File: config.mk
export PLATFORM = sky130hd
export DESIGN_NAME = lsu_bus_if_flat
export DESIGN_NICKNAME = d
export VERILOG_FILES = /design/src/rtl/lsu_bus_if_if.sv /design/src/rtl/lsu_bus_if.sv /design/src/flat_wrapper.sv
export SDC_FILE = /design/constraint.sdc
export NUM_CORES = 1
export LEC_CHECK = 0
export BUFFER_PORTS_ARGS = -buffer_cell sky130_fd_sc_hd__buf_2
export CAP_MARGIN = 20
export CORE_ASPECT_RATIO = 0.75
export CORE_MARGIN = 1.5
export CORE_UTILIZATION = 53
export CTS_CLUSTER_DIAMETER = 120
export DETAILED_ROUTE_END_ITERATION = 16
export PLACE_DENSITY = 0.85
export SLEW_MARGIN = 20
export SYNTH_ARGS = -nofsm -noshare
export SYNTH_HDL_FRONTEND = slang
export SYNTH_SLANG_ARGS = --single-unit
File: constraint.sdc
create_clock -name clk -period 6.8 [get_ports clk]
set_input_delay 0.68 -clock clk [delete_from_list [all_inputs] [get_ports clk]]
set_output_delay 0.68 -clock clk [all_outputs]
set_load 0.01 [all_outputs]
File: src/rtl/lsu_bus_if_if.sv
// Data-bus bundle between the load/store unit (master) and the core data port (slave).
// Read address, read data, write request and write response channels, each valid/ready.
interface lsu_bus_if_if #(
    parameter int ADDR_WIDTH = 32,
    parameter int DATA_WIDTH = 32,
    parameter int STRB_WIDTH = DATA_WIDTH / 8
);
    logic                  dr_addr_valid;
    logic                  dr_addr_ready;
    logic [ADDR_WIDTH-1:0] dr_addr;
    logic                  dr_data_valid;
    logic                  dr_data_ready;
    logic [DATA_WIDTH-1:0] dr_data;
    logic                  dw_valid;
    logic                  dw_ready;
    logic [ADDR_WIDTH-1:0] dw_addr;
    logic [DATA_WIDTH-1:0] dw_data;
    logic [STRB_WIDTH-1:0] dw_strobe;
    logic                  dw_resp_valid;
    logic                  dw_resp_ready;

    modport master (
        output dr_addr_valid, dr_addr, dr_data_ready,
        output dw_valid, dw_addr, dw_data, dw_strobe, dw_resp_ready,
        input  dr_addr_ready, dr_data_valid, dr_data,
        input  dw_ready, dw_resp_valid
    );

    modport slave (
        input  dr_addr_valid, dr_addr, dr_data_ready,
        input  dw_valid, dw_addr, dw_data, dw_strobe, dw_resp_ready,
        output dr_addr_ready, dr_data_valid, dr_data,
        output dw_ready, dw_resp_valid
    );
endinterface

File: src/rtl/lsu_bus_if.sv
// Load/store unit: one valid/ready bus transaction per load_data/store_data pulse, with lane
// steering, strobes and load extension. Optional macro MISALIGNED_TRAP_EN adds the misaligned trap.
//
// state   | meaning
// IDLE    | waiting for a load_data / store_data pulse
// RD_ADDR | dr_addr_valid high, waiting for dr_addr_ready
// RD_DATA | dr_data_ready high, waiting for dr_data_valid
// WR_REQ  | dw_valid high with address/data/strobe, waiting for dw_ready
// WR_RESP | dw_resp_ready high, waiting for dw_resp_valid
// DONE    | data_valid pulse, back to IDLE
module lsu_bus_if #(
    parameter int ADDR_WIDTH = 32,
    parameter int DATA_WIDTH = 32,
    parameter int STRB_WIDTH = DATA_WIDTH / 8
) (
    input  logic                  clk,
    input  logic                  rst,
    input  logic                  load_data,
    input  logic                  store_data,
    input  logic [2:0]            funct3,
    input  logic [ADDR_WIDTH-1:0] addr,
    input  logic [DATA_WIDTH-1:0] store_din,
    output logic                  data_valid,
    output logic [DATA_WIDTH-1:0] load_dout,
`ifdef MISALIGNED_TRAP_EN
    output logic                  misaligned,
`endif
    lsu_bus_if_if.master          bus
);

    if (DATA_WIDTH != 32) begin : g_width_check
        $error("lsu_bus_if supports DATA_WIDTH = 32 only");
    end

    typedef enum logic [2:0] {
        IDLE, RD_ADDR, RD_DATA, WR_REQ, WR_RESP, DONE
    } state_t;

    typedef enum logic [1:0] {
        SZ_BYTE, SZ_HALF, SZ_WORD
    } size_t;

    state_t                state;
    logic [1:0]            a_lane;
    logic [2:0]            a_f3;
    logic                  dr_addr_valid_q;
    logic [ADDR_WIDTH-1:0] dr_addr_q;
    logic                  dr_data_ready_q;
    logic                  dw_valid_q;
    logic [ADDR_WIDTH-1:0] dw_addr_q;
    logic [DATA_WIDTH-1:0] dw_data_q;
    logic [STRB_WIDTH-1:0] dw_strobe_q;
    logic                  dw_resp_ready_q;
`ifdef MISALIGNED_TRAP_EN
    logic                  misaligned_q;
`endif

    // Undefined width codes fall through to word accesses.
    function automatic size_t access_size(input logic [2:0] f3);
        case (f3)
            3'b000, 3'b100: access_size = SZ_BYTE;
            3'b001, 3'b101: access_size = SZ_HALF;
            default:        access_size = SZ_WORD;
        endcase
    endfunction

    function automatic logic [31:0] extend_load(input logic [31:0] w, input logic [2:0] f3,
                                                input logic [1:0] lane);
        logic [7:0]  b;
        logic [15:0] h;
        case (lane)
            2'd0:    b = w[7:0];
            2'd1:    b = w[15:8];
            2'd2:    b = w[23:16];
            default: b = w[31:24];
        endcase
        h = lane[1] ? w[31:16] : w[15:0];
        case (f3)
            3'b000:  extend_load = {{24{b[7]}}, b};
            3'b001:  extend_load = {{16{h[15]}}, h};
            3'b100:  extend_load = {24'b0, b};
            3'b101:  extend_load = {16'b0, h};
            default: extend_load = w;
        endcase
    endfunction

    function automatic logic [31:0] steer_store(input logic [31:0] din, input logic [2:0] f3);
        case (access_size(f3))
            SZ_BYTE: steer_store = {4{din[7:0]}};
            SZ_HALF: steer_store = {2{din[15:0]}};
            default: steer_store = din;
        endcase
    endfunction

    function automatic logic [3:0] store_strobe(input logic [2:0] f3, input logic [1:0] lane);
        case (access_size(f3))
            SZ_BYTE: store_strobe = 4'b0001 << lane;
            SZ_HALF: store_strobe = lane[1] ? 4'b1100 : 4'b0011;
            default: store_strobe = 4'b1111;
        endcase
    endfunction

`ifdef MISALIGNED_TRAP_EN
    function automatic logic is_misaligned(input logic [2:0] f3, input logic [1:0] lane);
        case (access_size(f3))
            SZ_HALF: is_misaligned = lane[0];
            SZ_WORD: is_misaligned = (lane != 2'b00);
            default: is_misaligned = 1'b0;
        endcase
    endfunction
`endif

    always_ff @(posedge clk or posedge rst) begin
        if (rst) begin
            state           <= IDLE;
            a_lane          <= '0;
            a_f3            <= '0;
            data_valid      <= 1'b0;
            load_dout       <= '0;
            dr_addr_valid_q <= 1'b0;
            dr_addr_q       <= '0;
            dr_data_ready_q <= 1'b0;
            dw_valid_q      <= 1'b0;
            dw_addr_q       <= '0;
            dw_data_q       <= '0;
            dw_strobe_q     <= '0;
            dw_resp_ready_q <= 1'b0;
`ifdef MISALIGNED_TRAP_EN
            misaligned_q    <= 1'b0;
`endif
        end else begin
            case (state)
                IDLE: begin
                    if (load_data || store_data) begin
                        a_lane <= addr[1:0];
                        a_f3   <= funct3;
                    end
`ifdef MISALIGNED_TRAP_EN
                    if ((load_data || store_data) && is_misaligned(funct3, addr[1:0])) begin
                        data_valid   <= 1'b1;
                        misaligned_q <= 1'b1;
                        state        <= DONE;
                    end else
`endif
                    // Load has priority; a simultaneous store pulse is dropped.
                    if (load_data) begin
                        dr_addr_valid_q <= 1'b1;
                        dr_addr_q       <= {addr[ADDR_WIDTH-1:2], 2'b00};
                        state           <= RD_ADDR;
                    end else if (store_data) begin
                        dw_valid_q  <= 1'b1;
                        dw_addr_q   <= {addr[ADDR_WIDTH-1:2], 2'b00};
                        dw_data_q   <= steer_store(store_din, funct3);
                        dw_strobe_q <= store_strobe(funct3, addr[1:0]);
                        state       <= WR_REQ;
                    end
                end
                RD_ADDR: begin
                    if (bus.dr_addr_ready) begin
                        dr_addr_valid_q <= 1'b0;
                        dr_data_ready_q <= 1'b1;
                        state           <= RD_DATA;
                    end
                end
                RD_DATA: begin
                    if (bus.dr_data_valid) begin
                        dr_data_ready_q <= 1'b0;
                        load_dout       <= extend_load(bus.dr_data, a_f3, a_lane);
                        data_valid      <= 1'b1;
                        state           <= DONE;
                    end
                end
                WR_REQ: begin
                    if (bus.dw_ready) begin
                        dw_valid_q      <= 1'b0;
                        dw_resp_ready_q <= 1'b1;
                        state           <= WR_RESP;
                    end
                end
                WR_RESP: begin
                    if (bus.dw_resp_valid) begin
                        dw_resp_ready_q <= 1'b0;
                        data_valid      <= 1'b1;
                        state           <= DONE;
                    end
                end
                DONE: begin
                    data_valid   <= 1'b0;
`ifdef MISALIGNED_TRAP_EN
                    misaligned_q <= 1'b0;
`endif
                    state        <= IDLE;
                end
                default: state <= IDLE;
            endcase
        end
    end

    assign bus.dr_addr_valid = dr_addr_valid_q;
    assign bus.dr_addr       = dr_addr_q;
    assign bus.dr_data_ready = dr_data_ready_q;
    assign bus.dw_valid      = dw_valid_q;
    assign bus.dw_addr       = dw_addr_q;
    assign bus.dw_data       = dw_data_q;
    assign bus.dw_strobe     = dw_strobe_q;
    assign bus.dw_resp_ready = dw_resp_ready_q;
`ifdef MISALIGNED_TRAP_EN
    assign misaligned        = misaligned_q;
`endif

endmodule

File: src/flat_wrapper.sv
// flat-port wrapper written by rule: the top's interface ports become plain ports
module lsu_bus_if_flat 
#(
    parameter int ADDR_WIDTH = 32,
    parameter int DATA_WIDTH = 32,
    parameter int STRB_WIDTH = DATA_WIDTH / 8
)
  (clk, rst, load_data, store_data, funct3, addr, store_din, data_valid, load_dout, bus_dr_addr_valid, bus_dr_addr, bus_dr_data_ready, bus_dw_valid, bus_dw_addr, bus_dw_data, bus_dw_strobe, bus_dw_resp_ready, bus_dr_addr_ready, bus_dr_data_valid, bus_dr_data, bus_dw_ready, bus_dw_resp_valid);
  lsu_bus_if_if #(.ADDR_WIDTH(ADDR_WIDTH), .DATA_WIDTH(DATA_WIDTH), .STRB_WIDTH(STRB_WIDTH)) bus_i ();
  input  logic clk;
  input  logic rst;
  input  logic load_data;
  input  logic store_data;
  input  logic [2:0] funct3;
  input  logic [ADDR_WIDTH-1:0] addr;
  input  logic [DATA_WIDTH-1:0] store_din;
  output logic data_valid;
  output logic [DATA_WIDTH-1:0] load_dout;
  output wire logic [$bits(bus_i.dr_addr_valid)-1:0] bus_dr_addr_valid;
  output wire logic [$bits(bus_i.dr_addr)-1:0] bus_dr_addr;
  output wire logic [$bits(bus_i.dr_data_ready)-1:0] bus_dr_data_ready;
  output wire logic [$bits(bus_i.dw_valid)-1:0] bus_dw_valid;
  output wire logic [$bits(bus_i.dw_addr)-1:0] bus_dw_addr;
  output wire logic [$bits(bus_i.dw_data)-1:0] bus_dw_data;
  output wire logic [$bits(bus_i.dw_strobe)-1:0] bus_dw_strobe;
  output wire logic [$bits(bus_i.dw_resp_ready)-1:0] bus_dw_resp_ready;
  input wire logic [$bits(bus_i.dr_addr_ready)-1:0] bus_dr_addr_ready;
  input wire logic [$bits(bus_i.dr_data_valid)-1:0] bus_dr_data_valid;
  input wire logic [$bits(bus_i.dr_data)-1:0] bus_dr_data;
  input wire logic [$bits(bus_i.dw_ready)-1:0] bus_dw_ready;
  input wire logic [$bits(bus_i.dw_resp_valid)-1:0] bus_dw_resp_valid;
  assign bus_dr_addr_valid = bus_i.dr_addr_valid;
  assign bus_dr_addr = bus_i.dr_addr;
  assign bus_dr_data_ready = bus_i.dr_data_ready;
  assign bus_dw_valid = bus_i.dw_valid;
  assign bus_dw_addr = bus_i.dw_addr;
  assign bus_dw_data = bus_i.dw_data;
  assign bus_dw_strobe = bus_i.dw_strobe;
  assign bus_dw_resp_ready = bus_i.dw_resp_ready;
  assign bus_i.dr_addr_ready = bus_dr_addr_ready;
  assign bus_i.dr_data_valid = bus_dr_data_valid;
  assign bus_i.dr_data = bus_dr_data;
  assign bus_i.dw_ready = bus_dw_ready;
  assign bus_i.dw_resp_valid = bus_dw_resp_valid;
  lsu_bus_if #(.ADDR_WIDTH(ADDR_WIDTH), .DATA_WIDTH(DATA_WIDTH), .STRB_WIDTH(STRB_WIDTH)) u_core (.clk(clk), .rst(rst), .load_data(load_data), .store_data(store_data), .funct3(funct3), .addr(addr), .store_din(store_din), .data_valid(data_valid), .load_dout(load_dout), .bus(bus_i));
endmodule
Word-level counts from Yosys, hierarchy flattened
Cells that the tools add are included.
{"block": "totals", "inputBits": 107, "word_cells": 93, "register_bits": 141, "output_inout_bits": 137}
{"block": "op_classes", "n_mux": 33, "n_shift": 1, "n_reduce_logical": 23, "eq_ne": 22, "n_bitwise": 1}
{"operator": "one-hot mux 32 bit (4 select lines)", "count": 1}
{"operator": "one-hot mux 32 bit (2 select lines)", "count": 1}
{"operator": "one-hot mux 8 bit (3 select lines)", "count": 1}
{"operator": "equality test 3 bit (second input constant)", "count": 6}
{"operator": "2-to-1 mux 3 bit", "count": 6}
{"operator": "2-to-1 mux 16 bit", "count": 1}
{"operator": "one-hot mux 3 bit (5 select lines)", "count": 1}
{"operator": "AND reduction 3 bit", "count": 5}
{"operator": "!= test 2 bit (second input constant)", "count": 7}
{"operator": "2-to-1 mux 1 bit", "count": 11}
{"operator": "equality test 3 x 1 -> 1 bit (second input constant)", "count": 3}
{"operator": "zero test 3 bit", "count": 3}
{"operator": "one-hot mux 1 bit (2 select lines)", "count": 4}
{"operator": "one-hot mux 4 bit (2 select lines)", "count": 1}
{"operator": "nonzero test 2 bit", "count": 4}
{"operator": "equality test 3 x 2 -> 1 bit (second input constant)", "count": 2}
{"operator": "2-to-1 mux 2 bit", "count": 3}
{"operator": "AND reduction 2 bit", "count": 3}
{"operator": "AND reduction 5 bit", "count": 1}
{"operator": "equality test 2 x 1 -> 1 bit (second input constant)", "count": 2}
{"operator": "zero test 2 bit", "count": 2}
{"operator": "2-to-1 mux 4 bit", "count": 1}
{"operator": "one-hot mux 2 bit (2 select lines)", "count": 1}
{"operator": "AND reduction 4 bit", "count": 1}
{"operator": "other kinds (8)", "count": 9}

Longest topological paths before layout
{"block": "logic_depth", "depth_word": 8, "ltp_mapped": 6, "ltp_nobuf": 4}

Worst setup path before layout
OpenSTA, ideal clock, no wires.
{"block": "synth_timing", "path_kind": "input port to flip-flop", "start": "input store_data", "end": "register u_core.dw_addr_q[10], in the netlist u_core.bus.dw_addr[10]", "slack_ns": 5.136, "arrival_time_ns": 1.539, "n_path_buf": 2, "setup_ns": 0.125, "cell_stages": 5, "required_time_ns": 6.675, "path_cell_list": "nor2b_1 -> nand2_1 -> buf_6 -> buf_6 -> mux2_4"}
{"block": "synth_via", "elab_chain_cells": 1}
{"item": "start: declaration", "line": "flat_wrapper.sv:13", "source": "input logic store_data;"}
{"item": "AND reduction 3 bit (no line)"}
{"item": "end signal: assignment", "line": "lsu_bus_if.sv:152", "source": "dw_addr_q <= {addr[ADDR_WIDTH-1:2], 2'b00};"}
{"item": "end: declaration", "line": "lsu_bus_if.sv:50", "source": "logic [ADDR_WIDTH-1:0] dw_addr_q;"}
No other way between the ends.
A chain may end at the register's enable or synchronous reset.

Worst setup path after layout
{"block": "layout_timing", "start": "register u_core.a_f3[0]", "end": "register u_core.load_dout[4]"}
{"block": "layout_via", "elab_chain_cells": 2, "word_cells_on_any_way": 5, "cone_classes": "eq/ne: 3; mux: 1; reduce/logical: 1"}
{"item": "start: declaration", "line": "lsu_bus_if.sv:45", "source": "logic [2:0] a_f3;"}
{"item": "start signal: assignment", "line": "lsu_bus_if.sv:136", "source": "a_f3 <= funct3;"}
{"item": "equality test 3 bit (tied with other cells)", "line": "lsu_bus_if.sv:78", "source": "case (f3)"}
{"item": "one-hot mux 32 bit (4 select lines) (*)", "line": "lsu_bus_if.sv:78"}
{"item": "end signal: assignment", "line": "lsu_bus_if.sv:168", "source": "load_dout <= extend_load(bus.dr_data, a_f3, a_lane);"}
{"item": "end: declaration", "line": "lsu_bus_if.sv:24", "source": "output logic [DATA_WIDTH-1:0] load_dout,"}
Mark *: on every way between the ends. The rest lies on a longest branch, timed or not.

==> flow_metrics.tcl <==
set metrics [dict create \
    outcome "completed" \
    synth_cells 563 \
    skew_ns 0.01019 \
    cts.repair.resized 0 \
    rsz0062_at_grt "false" \
    tightest_slew_ns 0.7438 \
    cts_htree_levels 4 \
    detail_route.vias_per_cell 5.554 \
    reg2reg_depth 4 \
    die_h_um 99.19 \
    clockBufferDepth 2 \
    yosys.area_share.xor_xnor 0 \
    drt-pass1-iter-count 5 \
    clk_latency_ns 0.41 \
    synth_common_cells "141 x dfrtp_1, 63 x nand2_1, 54 x mux2_2, 53 x o21ai_0, 29 x mux2i_1" \
    cts_tree "done" \
    synth_cell_types 44 \
    maxSlewHeadroom 0.5041 \
    nFillCells 882 \
    worst_path_max_delay_cell "dfrtp_1" \
    postRouteAntennaNets 0 \
    setup_viol 0 \
    clock_sinks 141 \
    fp.dieW_um 131.2 \
    critical-path-max-stage-delay_ns 0.80 \
    worstPathCellList "nand2b_1 -> a21o_1 -> nand2_1 -> o221a_2" \
    p_leak_nw 4.170 \
    min_period_over_period 0.3201 \
    final_layout_size_suffix_gt1_frac 0.4743 \
    wl_per_cell_um 18.44 \
    clock.fmax_mhz 459.4 \
    r2r_slack_ns 4.62 \
    period_minus_slack_ns 2.177 \
    drt_iter0_markers 370 \
    drv_cap 0 \
    track_usage 0.2762 \
    root_buffer "clkbuf_16" \
    synthMuxAreaShare 0.1925 \
    synth_top_family_by_area "multiplexers" \
    vias 5326 \
    vdd_ir_drop_max_mv 0.2440 \
    grt_antenna_before_repair 0 \
    postCtsSetupBuffers 0 \
    rows 34 \
    die_area_um2 13020 \
    synth_seq_cells 141 \
    yosysSeqAreaShare 0.5397 \
    numPortBuffers 239 \
    critPathLaunchType "register" \
    grt_pass1_vias 5503 \
    setup-tns-final_ns 0 \
    initial_core_util 0.5528 \
    hold_viol 0 \
    drv_slew 0 \
    crit_path_end_kind "register" \
    worstReg2RegStart "u_core.a_f3[0]$_DFFE_PP0P_" \
    worstHoldPathType "input port to async pin" \
    synthSimpleGateAreaFrac 0.1254 \
    grt_first_pass_wirelength_um 28480 \
    power_mw 4.054 \
    final_area_um2 8353 \
    cts_hold_buf 0 \
    critical_path_class "register to register" \
    grt_remaining_overflow 0 \
    cp.required_ns 7.09 \
    fin_nets 892 \
    synth_top_area_frac 0.5397 \
    netlist_area_um2 6538 \
    synth_flop_cell "dfrtp_1" \
    async_flop_share 1.000 \
    grt_max_degree 95 \
    synth_top_area_cell "dfrtp_1" \
    cp_max_fo 25 \
    reg2reg_to "u_core.load_dout[4]$_DFFE_PP0P_" \
    fp.coreArea_um2 11830 \
    synth.most_common_cell "dfrtp_1" \
    synth.avg_cell_area_um2 11.61 \
    cts_buffers 17 \
    synth_area_leaders "dfrtp_1 54%, mux2_2 9.3%, mux2_4 5.5%, mux2i_1 4.4%, o21ai_0 4.1%" \
    dp_hpwl_um 12740 \
    area_growth_pct 27.77 \
    diodes 0 \
    synth_compound_area_frac 0.1005 \
    path_clk_slew_ns 0.06 \
    yosysWarnings 0 \
    drc 0 \
    place_congestion 0.9763 \
    place_area_um2 7735 \
    ioPinCount 244 \
    cp.arrival_ns 2.47 \
    synth_edf_count 0 \
    dp.cells 928 \
    drt-total-wl_um 17680 \
    synth_adder_area_share 0 \
    power.density_nw_per_um2 485.3 \
    final_cells 959 \
]
[through the flow]
stage                     setup slack [ns]  utilization  hold slack (ns)
after global routing                 4.457       0.7063           0.4678
after detailed placement             4.397       0.6540           0.4705
after floorplan                      2.339            -           0.5139
final                                4.623       0.7063           0.4101
after CTS                            4.636       0.7055           0.4409
after global placement               4.468       0.6540           0.4584
[worst max path at each step]
stage	from	endpoint	slack, ns
after floorplan	rst	u_core.a_f3[0]$_DFFE_PP0P_	2.34
after global placement	load_data	u_core.bus.dw_data[7]$_DFFE_PP0P_	4.47
after detailed placement	load_data	u_core.bus.dw_data[3]$_DFFE_PP0P_	4.40
after CTS	u_core.state[1]$_DFFE_PP0P_	u_core.bus.dw_data[3]$_DFFE_PP0P_	4.64
after global routing	u_core.a_f3[0]$_DFFE_PP0P_	u_core.load_dout[0]$_DFFE_PP0P_	4.46
final	u_core.a_f3[0]$_DFFE_PP0P_	u_core.load_dout[4]$_DFFE_PP0P_	4.62
[logic make-up after synthesis]
kind of cell | count (synthesis)
AO/OA/AOI/OAI | 110
flip-flops | 141
other | 1
AND/OR/NAND/NOR | 156
buffers and inverters | 48
multiplexers | 107
[power by group]
group | internal [mW] | total, mW | leakage (nW) | switching (mW)
clock | 0.585 | 0.955 | 0.298 | 0.371
sequential | 1.25 | 1.59 | 1.69 | 0.342
combinational | 0.744 | 1.51 | 2.18 | 0.766
[metal layers]
metal  vias to the layer above  share of wire  track usage
met5                         -              0            0
met4                         0          0.019      0.08902
met3                        31          0.072      0.08206
met2                       243           0.51       0.4807
met1                      2621           0.40       0.3336
li1                       2431              -            -
[area by class of cell]
cell class                 instances  area (µm²)  area share
sequential                       141        3530      0.4226
clock buffer                      17       425.4     0.05093
clock inverter                    14       182.7     0.02187
timing repair buffer             242        1219      0.1459
multi-input combinational        377        2766      0.3312
inverter                           6       27.53    0.003295
tap                              162       202.7     0.02427
[worst max-delay path, delay by kind of cell (launching register included)]
family | cells | cell delay, ns
AO/OA/AOI/OAI | 2 | 0.53
AND/OR/NAND/NOR | 2 | 0.73
flip-flops | 1 | 0.80
[flip-flops by register name (all words and copies together) (netlist names)]
signal,count
u_core.bus.dw_data,32
u_core.bus.dw_addr,30
u_core.bus.dr_addr_valid,1
u_core.load_dout,32
u_core.bus.dw_valid,1
u_core.a_lane,2
u_core.data_valid,1
u_core.bus.dw_resp_ready,1
u_core.bus.dw_strobe,4
u_core.bus.dr_addr,30
u_core.a_f3,3
u_core.bus.dr_data_ready,1
u_core.state,3
[cell usage in the layout, fill, tap and decap left out, drive strengths merged, types with 2 or more instances in the layout]
cell type / n
a211oi: 7
a21oi: 28
a31oi: 5
and3: 2
and3b: 7
buf: 242
bufinv: 3
clkbuf: 17
clkinv: 4
conb: 4
dfrtp: 141
inv: 12
mux2: 78
mux2i: 29
nand2: 63
nand2b: 5
nand3: 32
nand3b: 7
nor2: 17
nor2b: 5
nor3: 12
o21ai: 56
o221a: 7
or2: 2
No activity file was read; power rests on OpenSTA's default activity.
